### config.mk
export PLATFORM = sky130hd
export DESIGN_NAME = hazard_scoreboard
export DESIGN_NICKNAME = d
export VERILOG_FILES = /design/src/rtl/hazard_pkg.sv /design/src/rtl/hazard_stage_reg.sv /design/src/rtl/hazard_scoreboard.sv
export SDC_FILE = /design/constraint.sdc
export NUM_CORES = 1
export LEC_CHECK = 0
export CORE_ASPECT_RATIO = 0.8
export CORE_MARGIN = 2
export CORE_UTILIZATION = 55
export DETAILED_ROUTE_END_ITERATION = 12
export PLACE_DENSITY = 0.85
export SLEW_MARGIN = 20
export SYNTH_ARGS = -nofsm -noshare
export SYNTH_HDL_FRONTEND = slang
export SYNTH_SLANG_ARGS = --single-unit
export TNS_END_PERCENT = 100
### constraint.sdc
create_clock -name clk -period 5.1 [get_ports clk]
set_input_delay 0.51 -clock clk [delete_from_list [all_inputs] [get_ports clk]]
set_output_delay 0.51 -clock clk [all_outputs]
set_load 0.01 [all_outputs]
### src/rtl/hazard_pkg.sv
// ============================================================================
//  Module      : hazard_pkg
//  Description : Shared widths, stage record and per-instruction Tuse/Tnew
//                defaults for the MIPS hazard scoreboard.
//  Revision    : 1.0 - initial release
// ============================================================================
`default_nettype none

package hazard_pkg;

    localparam int TW_DEF = 3;
    localparam int RW_DEF = 5;

    // All-ones Tuse marks an operand the instruction does not read.
    localparam logic [TW_DEF-1:0] TUSE_NONE = '1;

    typedef struct packed {
        logic              vld;
        logic [RW_DEF-1:0] dst;
        logic [TW_DEF-1:0] tnew;
    } stage_rec;

    localparam logic [TW_DEF-1:0] TUSE_ADDU_RS = 3'd1;
    localparam logic [TW_DEF-1:0] TUSE_ADDU_RT = 3'd1;
    localparam logic [TW_DEF-1:0] TNEW_ADDU    = 3'd1;
    localparam logic [TW_DEF-1:0] TUSE_SUBU_RS = 3'd1;
    localparam logic [TW_DEF-1:0] TUSE_SUBU_RT = 3'd1;
    localparam logic [TW_DEF-1:0] TNEW_SUBU    = 3'd1;
    localparam logic [TW_DEF-1:0] TUSE_ORI_RS  = 3'd1;
    localparam logic [TW_DEF-1:0] TNEW_ORI     = 3'd1;
    localparam logic [TW_DEF-1:0] TNEW_LUI     = 3'd1;
    localparam logic [TW_DEF-1:0] TUSE_LW_RS   = 3'd1;
    localparam logic [TW_DEF-1:0] TNEW_LW      = 3'd2;
    localparam logic [TW_DEF-1:0] TUSE_SW_RS   = 3'd1;
    localparam logic [TW_DEF-1:0] TUSE_SW_RT   = 3'd2;
    localparam logic [TW_DEF-1:0] TUSE_BEQ_RS  = 3'd0;
    localparam logic [TW_DEF-1:0] TUSE_BEQ_RT  = 3'd0;
    localparam logic [TW_DEF-1:0] TUSE_JR_RS   = 3'd0;
    localparam logic [TW_DEF-1:0] TNEW_JAL     = 3'd0;
    localparam logic [TW_DEF-1:0] TUSE_MD_RS   = 3'd1;
    localparam logic [TW_DEF-1:0] TUSE_MD_RT   = 3'd1;
    localparam logic [TW_DEF-1:0] TNEW_MFHI    = 3'd1;
    localparam logic [TW_DEF-1:0] TNEW_MFLO    = 3'd1;

endpackage

`default_nettype wire

### src/rtl/hazard_stage_reg.sv
// ============================================================================
//  Module      : hazard_stage_reg
//  Description : One tracked pipeline stage: bubble insert and saturating
//                Tnew decrement on the way in.
//  Revision    : 1.0 - initial release
// ============================================================================
`default_nettype none

module hazard_stage_reg #(
    parameter int RW  = 5,
    parameter int TW  = 3,
    parameter bit DEC = 1'b1
) (
    input  logic          clk,
    input  logic          reset,
    input  logic          bubble,
    input  logic          in_vld,
    input  logic [RW-1:0] in_dst,
    input  logic [TW-1:0] in_tnew,
    output logic          vld,
    output logic [RW-1:0] dst,
    output logic [TW-1:0] tnew
);

    logic          r_vld;
    logic [RW-1:0] r_dst;
    logic [TW-1:0] r_tnew;
    logic [TW-1:0] w_tnew_nxt;

    always_comb begin
        w_tnew_nxt = in_tnew;
        if (DEC && (in_tnew != '0)) begin
            w_tnew_nxt = in_tnew - TW'(1);
        end
    end

    always_ff @(posedge clk) begin
        if (reset || bubble) begin
            r_vld  <= 1'b0;
            r_dst  <= '0;
            r_tnew <= '0;
        end else begin
            r_vld  <= in_vld;
            r_dst  <= in_dst;
            r_tnew <= w_tnew_nxt;
        end
    end

    assign vld  = r_vld;
    assign dst  = r_dst;
    assign tnew = r_tnew;

endmodule

`default_nettype wire

### src/rtl/hazard_scoreboard.sv
// ============================================================================
//  Module      : hazard_scoreboard
//  Description : Tuse/Tnew hazard unit beside D: stall/flush and forwarding
//                selects; mult/div busy interlock when HAZARD_MD_EN is defined.
//  Revision    : 1.0 - initial release
// ============================================================================
`default_nettype none

module hazard_scoreboard
    import hazard_pkg::*;
#(
    parameter int NSTAGE  = 3,
    parameter int NSRC    = 2,
    parameter int TW      = TW_DEF,
    parameter int RW      = RW_DEF,
    parameter int MUL_LAT = 5,
    parameter int DIV_LAT = 10,
    localparam int SW     = (NSTAGE > 0) ? $clog2(NSTAGE + 1) : 1
) (
    input  logic               clk,
    input  logic               reset,
    input  logic [NSRC*RW-1:0] d_src,
    input  logic [NSRC*TW-1:0] d_tuse,
    input  logic [RW-1:0]      d_dst,
    input  logic               d_regwrite,
    input  logic [TW-1:0]      d_tnew,
    input  logic               d_md_start,
    input  logic               d_md_div,
    input  logic               d_md_use,
    output logic               stall_f,
    output logic               stall_d,
    output logic               flush_e,
    output logic [NSRC*SW-1:0] fwd_sel,
    output logic               md_busy
);

    logic [NSTAGE-1:0] w_vld;
    logic [RW-1:0]     w_dst  [NSTAGE];
    logic [TW-1:0]     w_tnew [NSTAGE];
    logic [NSRC-1:0]   w_blocked;
    logic              w_data_stall;
    logic              w_md_stall;

    generate
        for (genvar k = 0; k < NSTAGE; k++) begin : g_stage
            if (k == 0) begin : g_head
                // E entry: Tnew is already relative to E, so no decrement here.
                hazard_stage_reg #(.RW(RW), .TW(TW), .DEC(1'b0)) u_stage (
                    .clk     (clk),
                    .reset   (reset),
                    .bubble  (stall_d),
                    .in_vld  (d_regwrite),
                    .in_dst  (d_dst),
                    .in_tnew (d_tnew),
                    .vld     (w_vld[k]),
                    .dst     (w_dst[k]),
                    .tnew    (w_tnew[k])
                );
            end else begin : g_tail
                hazard_stage_reg #(.RW(RW), .TW(TW), .DEC(1'b1)) u_stage (
                    .clk     (clk),
                    .reset   (reset),
                    .bubble  (1'b0),
                    .in_vld  (w_vld[k-1]),
                    .in_dst  (w_dst[k-1]),
                    .in_tnew (w_tnew[k-1]),
                    .vld     (w_vld[k]),
                    .dst     (w_dst[k]),
                    .tnew    (w_tnew[k])
                );
            end
        end
    endgenerate

    // The youngest matching writer owns the operand: if it is not ready yet,
    // older ready copies are stale and must not be forwarded.
    always_comb begin
        w_data_stall = 1'b0;
        w_blocked    = '0;
        fwd_sel      = '0;
        for (int i = 0; i < NSRC; i++) begin
            for (int k = 0; k < NSTAGE; k++) begin
                if (w_vld[k] && (w_dst[k] == d_src[i*RW +: RW]) && (d_src[i*RW +: RW] != '0)) begin
                    if (w_tnew[k] > d_tuse[i*TW +: TW]) begin
                        w_data_stall = 1'b1;
                    end
                    if (!w_blocked[i]) begin
                        w_blocked[i] = 1'b1;
                        if (w_tnew[k] == '0) begin
                            fwd_sel[i*SW +: SW] = SW'(k + 1);
                        end
                    end
                end
            end
        end
    end

`ifdef HAZARD_MD_EN
    localparam int CW = $clog2(DIV_LAT + 1);

    logic [CW-1:0] r_md_cnt;

    always_ff @(posedge clk) begin
        if (reset) begin
            r_md_cnt <= '0;
        end else if (d_md_start && !stall_d) begin
            r_md_cnt <= d_md_div ? CW'(DIV_LAT) : CW'(MUL_LAT);
        end else if (r_md_cnt != '0) begin
            r_md_cnt <= r_md_cnt - CW'(1);
        end
    end

    assign md_busy    = (r_md_cnt != '0);
    assign w_md_stall = d_md_use && md_busy;
`else
    logic w_md_unused;

    assign w_md_unused = ^{d_md_start, d_md_div, d_md_use, MUL_LAT != 0, DIV_LAT != 0};
    assign md_busy     = 1'b0;
    assign w_md_stall  = 1'b0;
`endif

    assign stall_d = w_data_stall | w_md_stall;
    assign stall_f = stall_d;
    assign flush_e = stall_d;

endmodule

`default_nettype wire
* Yosys cells after proc, flatten, opt, wreduce, memory -nomap -nowiden
Index checks and enable logic that the tools add are counted.
** Storage, ports and cells
- Register bits :: 27
- Memories kept :: 0
- Logic and storage cells :: 76
- Output and inout port bits :: 8
- Bits in read-only memories :: 0
- Bits of input ports :: 30
- Latch bits :: 0
- Bits in writable memories :: 0
** Cells by class
- Reduce and logical (&&, ||, !) cells :: 20
- Muxes and demuxes :: 33
- Shifts and indexed selects :: 0
- Magnitude comparators :: 6
- Equal/unequal tests :: 6
- Multiply operators :: 0
- Add/sub/neg operators :: 2
- Divide/modulo/power cells :: 0
- Bitwise logic cells :: 0
** Operators by type and width (number)
- $eq A5 B5 Y1 :: 6
- $mux W2 :: 13
- $gt A3 B3 Y1 :: 6
- $mux W1 :: 18
- $logic_and A1 B1 Y1 :: 12
- $reduce_bool A5 Y1 :: 2
- $logic_not A3 Y1 :: 3
- $mux W3 :: 2
- $reduce_bool A3 Y1 :: 2
- $sub A3 B1 Y3 const B :: 2
- $logic_or A1 B1 Y1 :: 1

* Longest topological paths before layout
- Depth in word-level cells :: 15
- Gate-level depth with buffers :: 9
- Gate-level depth less buffers :: 7

* Modules after synthesis
A second synthesis with hierarchy kept.
** Second synthesis, totals
- Cell total of the unflattened synthesis :: 195
- Area total of the unflattened synthesis :: 1851.8 sq um
** By module, submodules not included
- hazard_scoreboard :: times used 1, area each 900.9 sq um, cells each 119, sequential area each 0.0 sq um
- hazard_stage_reg (g_stage[1].g_tail.u_stage ...) :: times used 2, area each 317.8 sq um, cells each 28, sequential area each 180.2 sq um
- hazard_stage_reg (g_stage[0].g_head.u_stage) :: times used 1, area each 315.3 sq um, cells each 20, sequential area each 180.2 sq um

* Worst setup path before layout
Ideal clock, no wire load.
- Kind :: input port to output port
- From :: input d_src[1]
- To :: output stall_d
- Required time :: 4590 ps
- Path slack :: 2418 ps
- Buffers on the path :: 2
- Data arrival time :: 2172 ps
- Cell stages on the path :: 7
- Cells stage by stage :: or4_1 -> nor2_2 -> nor3_1 -> a32o_1 -> buf_6 -> or3_1 -> buf_4
** On the way
- Cells in the longest elaborated chain, start to end :: 14
- Elaborated cells on any way between the ends :: 21
- Those cells by class :: eq/ne: 3; mux: 11; reduce/logical: 7
** Ends and longest elaborated chain
- start, declared :: RTL line hazard_scoreboard.sv:22 : input logic [NSRC*RW-1:0] d_src,
- $eq A5 B5 Y1 :: RTL line hazard_scoreboard.sv:83 : if (w_vld[k] && (w_dst[k] == d_src[i*RW +: RW]) && (d_src[i*RW +: RW] != '0)) begin
- $logic_and A1 B1 Y1 (2 in a row) :: RTL line hazard_scoreboard.sv:83
- $mux W1 :: RTL line hazard_scoreboard.sv:83
- $mux W1 :: RTL line hazard_scoreboard.sv:84 : if (w_tnew[k] > d_tuse[i*TW +: TW]) begin
- $mux W1 :: RTL line hazard_scoreboard.sv:83
- $mux W1 :: RTL line hazard_scoreboard.sv:84
- $mux W1 * :: RTL line hazard_scoreboard.sv:83
- $mux W1 :: RTL line hazard_scoreboard.sv:84
- $mux W1 * :: RTL line hazard_scoreboard.sv:83
- $mux W1 :: RTL line hazard_scoreboard.sv:84
- $mux W1 * :: RTL line hazard_scoreboard.sv:83
- $mux W1 :: RTL line hazard_scoreboard.sv:84
- $mux W1 * :: RTL line hazard_scoreboard.sv:83
- end, declared :: RTL line hazard_scoreboard.sv:31 : output logic stall_d,
Mark *: on every way between the ends. The rest lies on a longest branch, timed or not.

* Final worst setup path
- From :: input d_src[6]
- To :: output stall_d
** On the way
- Cells in the longest elaborated chain, start to end :: 8
- Elaborated cells on any way between the ends :: 15
- Those cells by class :: eq/ne: 3; mux: 5; reduce/logical: 7
** Ends and longest elaborated chain (RTL line)
- $eq A5 B5 Y1 :: hazard_scoreboard.sv:83
- $logic_and A1 B1 Y1 (2 in a row) :: hazard_scoreboard.sv:83
- $mux W1 :: hazard_scoreboard.sv:83
- $mux W1 :: hazard_scoreboard.sv:84
- $mux W1 :: hazard_scoreboard.sv:83
- $mux W1 :: hazard_scoreboard.sv:84
- $mux W1 * :: hazard_scoreboard.sv:83
Marked as above.

==> tab_implementation.tex <==
\begin{tabular}{lr}
\hline
Metric & Value \\
\hline
\multicolumn{2}{l}{\textbf{Run status}} \\
Result of the run & finished clean \\
\multicolumn{2}{l}{\textbf{Timing}} \\
Setup slack of the critical path after layout & about 1.4 ns \\
Tightest slew margin relative to the limit & 0.427 \\
Maximum clock frequency & 271 MHz \\
Final setup violation count & 0 \\
Setup\_tns & 0 ns \\
Setup repair after global routing missed its margin & false \\
Slew at the pin closest to its max-slew limit & roughly 0.86 ns \\
Post-Route Skew & $\sim$0.0058 ns \\
Share of the clock period used by the worst path & 0.723 \\
Final critical path time including I/O delays and setup & roughly 3.7 ns \\
Final hold violations & 0 \\
Max-slew violation total from the final report & 0 \\
\multicolumn{2}{l}{\textbf{Die}} \\
I/O pin count & 38 \\
Starting Density & 0.582 \\
Die Area & around 0.0038 mm2 \\
Num rows & 18 \\
Placeable core region & approximately 0.0031 mm2 \\
Horizontal die dimension & just under 70 um \\
Vertical die dimension & 55.5 um \\
\multicolumn{2}{l}{\textbf{Placed design}} \\
Routability Congestion & 0.861 \\
DP Wirelength & about 3200 um \\
PortBufs & 33 \\
Dpl ws & $\sim$1.4 ns \\
\multicolumn{2}{l}{\textbf{Route}} \\
Wire per inst & 14.2 um \\
DRT iter0 DRCs & 86 \\
Number of vias per cell after detailed routing & about 5.5 \\
Total number of vias & 1485 \\
1st-pass router iterations & 4 \\
Remaining design rule violation count & 0 \\
Post-Route WL & roughly 3900 um \\
Antenna Nets Post-Route & 0 \\
\multicolumn{2}{l}{\textbf{Yosys}} \\
Post-synthesis average cell area & 9.02 um2 \\
Number of register bits inferred by synthesis & 27 \\
Sequential share of the synthesized area & 0.297 \\
Prevailing post-synth register cell & dfxtp\_1 \\
Number of enable flip-flop cells after synthesis & 0 \\
Most area-hungry cell type in the Yosys netlist & dfxtp\_1 \\
Leading cell types by total area after synthesis & dfxtp\_1 (30\%), ha\_1 (16\%), xnor2\_1 (13\%) \\
Net count of the mapped netlist & 255 \\
Synthesis Warnings & 0 \\
Area share of the largest cell type after synthesis & 0.297 \\
Proportion of synthesized flip-flops having asynchronous set or reset & 0 \\
List of most frequent post-synthesis cells & dfxtp\_1 (27), xnor2\_1 (27), ha\_1 (23) \\
Post-synth cell types & 35 \\
Post-Syn Area & between 0.0015 and 0.002 mm2 \\
Cell count after synthesis & roughly 200 \\
\multicolumn{2}{l}{\textbf{Clock tree}} \\
Clock latency at the later pin of the worst-skew pair & between 0.2 and 0.3 ns \\
TritonCTS clock tree & built \\
Post-CTS Setup Repair Bufs & 0 \\
Number of buffers inserted during clock tree synthesis & 3 \\
Clock root buffer master & clkbuf\_8 \\
Post-CTS Resized & 0 \\
Clock tree buffer depth & 2 \\
Clock input transition at the sequential cells of the worst setup and hold paths & approximately 0.10 ns \\
CTS H-tree depth & 1 \\
Number of clock sinks seen by CTS & 27 \\
Hold buffer count at CTS & 0 \\
\multicolumn{2}{l}{\textbf{Worst setup path}} \\
Worst Setup Path Type & in -> out \\
CP Max Fanout & 10 \\
Worst endpoint data arrival time & 3.18 ns \\
Critical path capture point type & output pin \\
Worst path required time & 4.59 ns \\
Element type at the critical path start & input pin \\
\multicolumn{2}{l}{\textbf{Global route}} \\
Final global-route overflow total & 0 \\
Number of antenna violations at the first check in global routing & 0 \\
Global-route wire length before repair & 6290 um \\
Number of global-route vias before repair & between 1k and 1.5k \\
Maximum number of pins on one net before global-route repair & 28 \\
Gr usage total & 0.219 \\
\multicolumn{2}{l}{\textbf{Layout}} \\
Post-layout net count & between 200 and 300 \\
Area used by multi-input combinational logic & $\sim$0.0012 mm2 \\
Number of antenna diodes & 0 \\
Storage element area & 541 um2 \\
Share of the core filled with cells & 0.705 \\
FILL cells & about 260 \\
Area Growth Syn to Fin & 21.1\% \\
Share of final-layout standard cells stronger than drive strength 1 & 0.0388 \\
\multicolumn{2}{l}{\textbf{Power}} \\
Overall power & between 400 and 500 uW \\
Leakage power & 0.000866 uW \\
Maximum vdd drop & 0.219 mV \\
Power density relative to cell area & roughly 220 mW/mm2 \\
\multicolumn{2}{l}{\textbf{Worst hold path}} \\
Worst hold-check path type & reg -> reg \\
\multicolumn{2}{l}{\textbf{Run}} \\
Total of max-cap violations & 0 \\
\hline
\end{tabular}
[registers in the layout, indices dropped and copies added (netlist names)]
register	cells
g_stage.g_head.u_stage.vld	1
g_stage.g_head.u_stage.tnew	3
g_stage.g_tail.u_stage.vld	2
g_stage.g_tail.u_stage.dst	10
g_stage.g_tail.u_stage.tnew	6
g_stage.g_head.u_stage.dst	5
[worst max-delay path, stage by stage]
cell,delay (ns)
clkdlybuf4s50_1,0.54
or4_4,0.60
nor2_4,0.15
nor3_1,0.10
a32o_1,0.35
or3_1,0.43
clkdlybuf4s50_1,0.50
[power breakdown]
group	leakage (uW)	internal [uW]	switching, uW
combinational	0.000617	63.9	55.9
clock	0.0000261	57.3	67.9
sequential	0.000223	223	11.0
[per-stage QoR]
step                      hold WS [ns]  area [um2]  cells
final                            0.499        2210    272
after global routing             0.522        2210    272
after CTS                        0.502        2210    272
after detailed placement         0.486        2160    268
after global placement           0.479        2160    268
after floorplan                  0.460        1820    202
[cell usage in the layout, fill, tap and decap left out, types with 6 or more instances in the layout]
master           count
o21ai_0              6
ha_1                23
nor2b_1             19
nor2_1               7
nand2b_1            12
nand2_1              6
dfxtp_1             27
clkdlybuf4s50_1     33
inv_1               13
xnor2_1             27
nor4_1              11
[logic make-up after synthesis]
group | count (synthesis) | synth area share
AND/OR/NAND/NOR | 79 | 0.257
XOR/XNOR | 32 | 0.154
flip-flops | 27 | 0.297
adder cells (fa/ha/maj) | 23 | 0.158
buffers and inverters | 20 | 0.0522
AO/OA/AOI/OAI | 18 | 0.0687
multiplexers | 2 | 0.0117
other | 1 | 0.00206
[cell type report]
type	instances	area share
Clock buffer	3	0.0187
Clock inverter	1	0.00397
Inverter	13	0.0221
Multi-Input combinational cell	155	0.538
Sequential cell	27	0.245
Tap cell	40	0.0227
Timing Repair Buffer	33	0.150
[metal layers]
metal  share of wire  track usage
met3           0.045       0.0448
met4          0.0093       0.0343
met2            0.45        0.343
met1            0.49        0.315
met5               0            0
[worst paths after layout]
check | from | endpoint | slack, ns | depth (start not counted)
max | d_src[6] | stall_d | 1.41 | 7
min | g_stage[1].g_tail.u_stage.vld$_SDFF_PP0_ | g_stage[2].g_tail.u_stage.vld$_SDFF_PP0_ | 0.50 | 1
max reg2reg | g_stage[0].g_head.u_stage.tnew[1]$_SDFF_PP0_ | g_stage[0].g_head.u_stage.dst[1]$_SDFF_PP0_ | 3.29 | 6
min reg2reg | g_stage[1].g_tail.u_stage.vld$_SDFF_PP0_ | g_stage[2].g_tail.u_stage.vld$_SDFF_PP0_ | 0.50 | 1
Note: power is estimated with default switching activity, not from simulation.
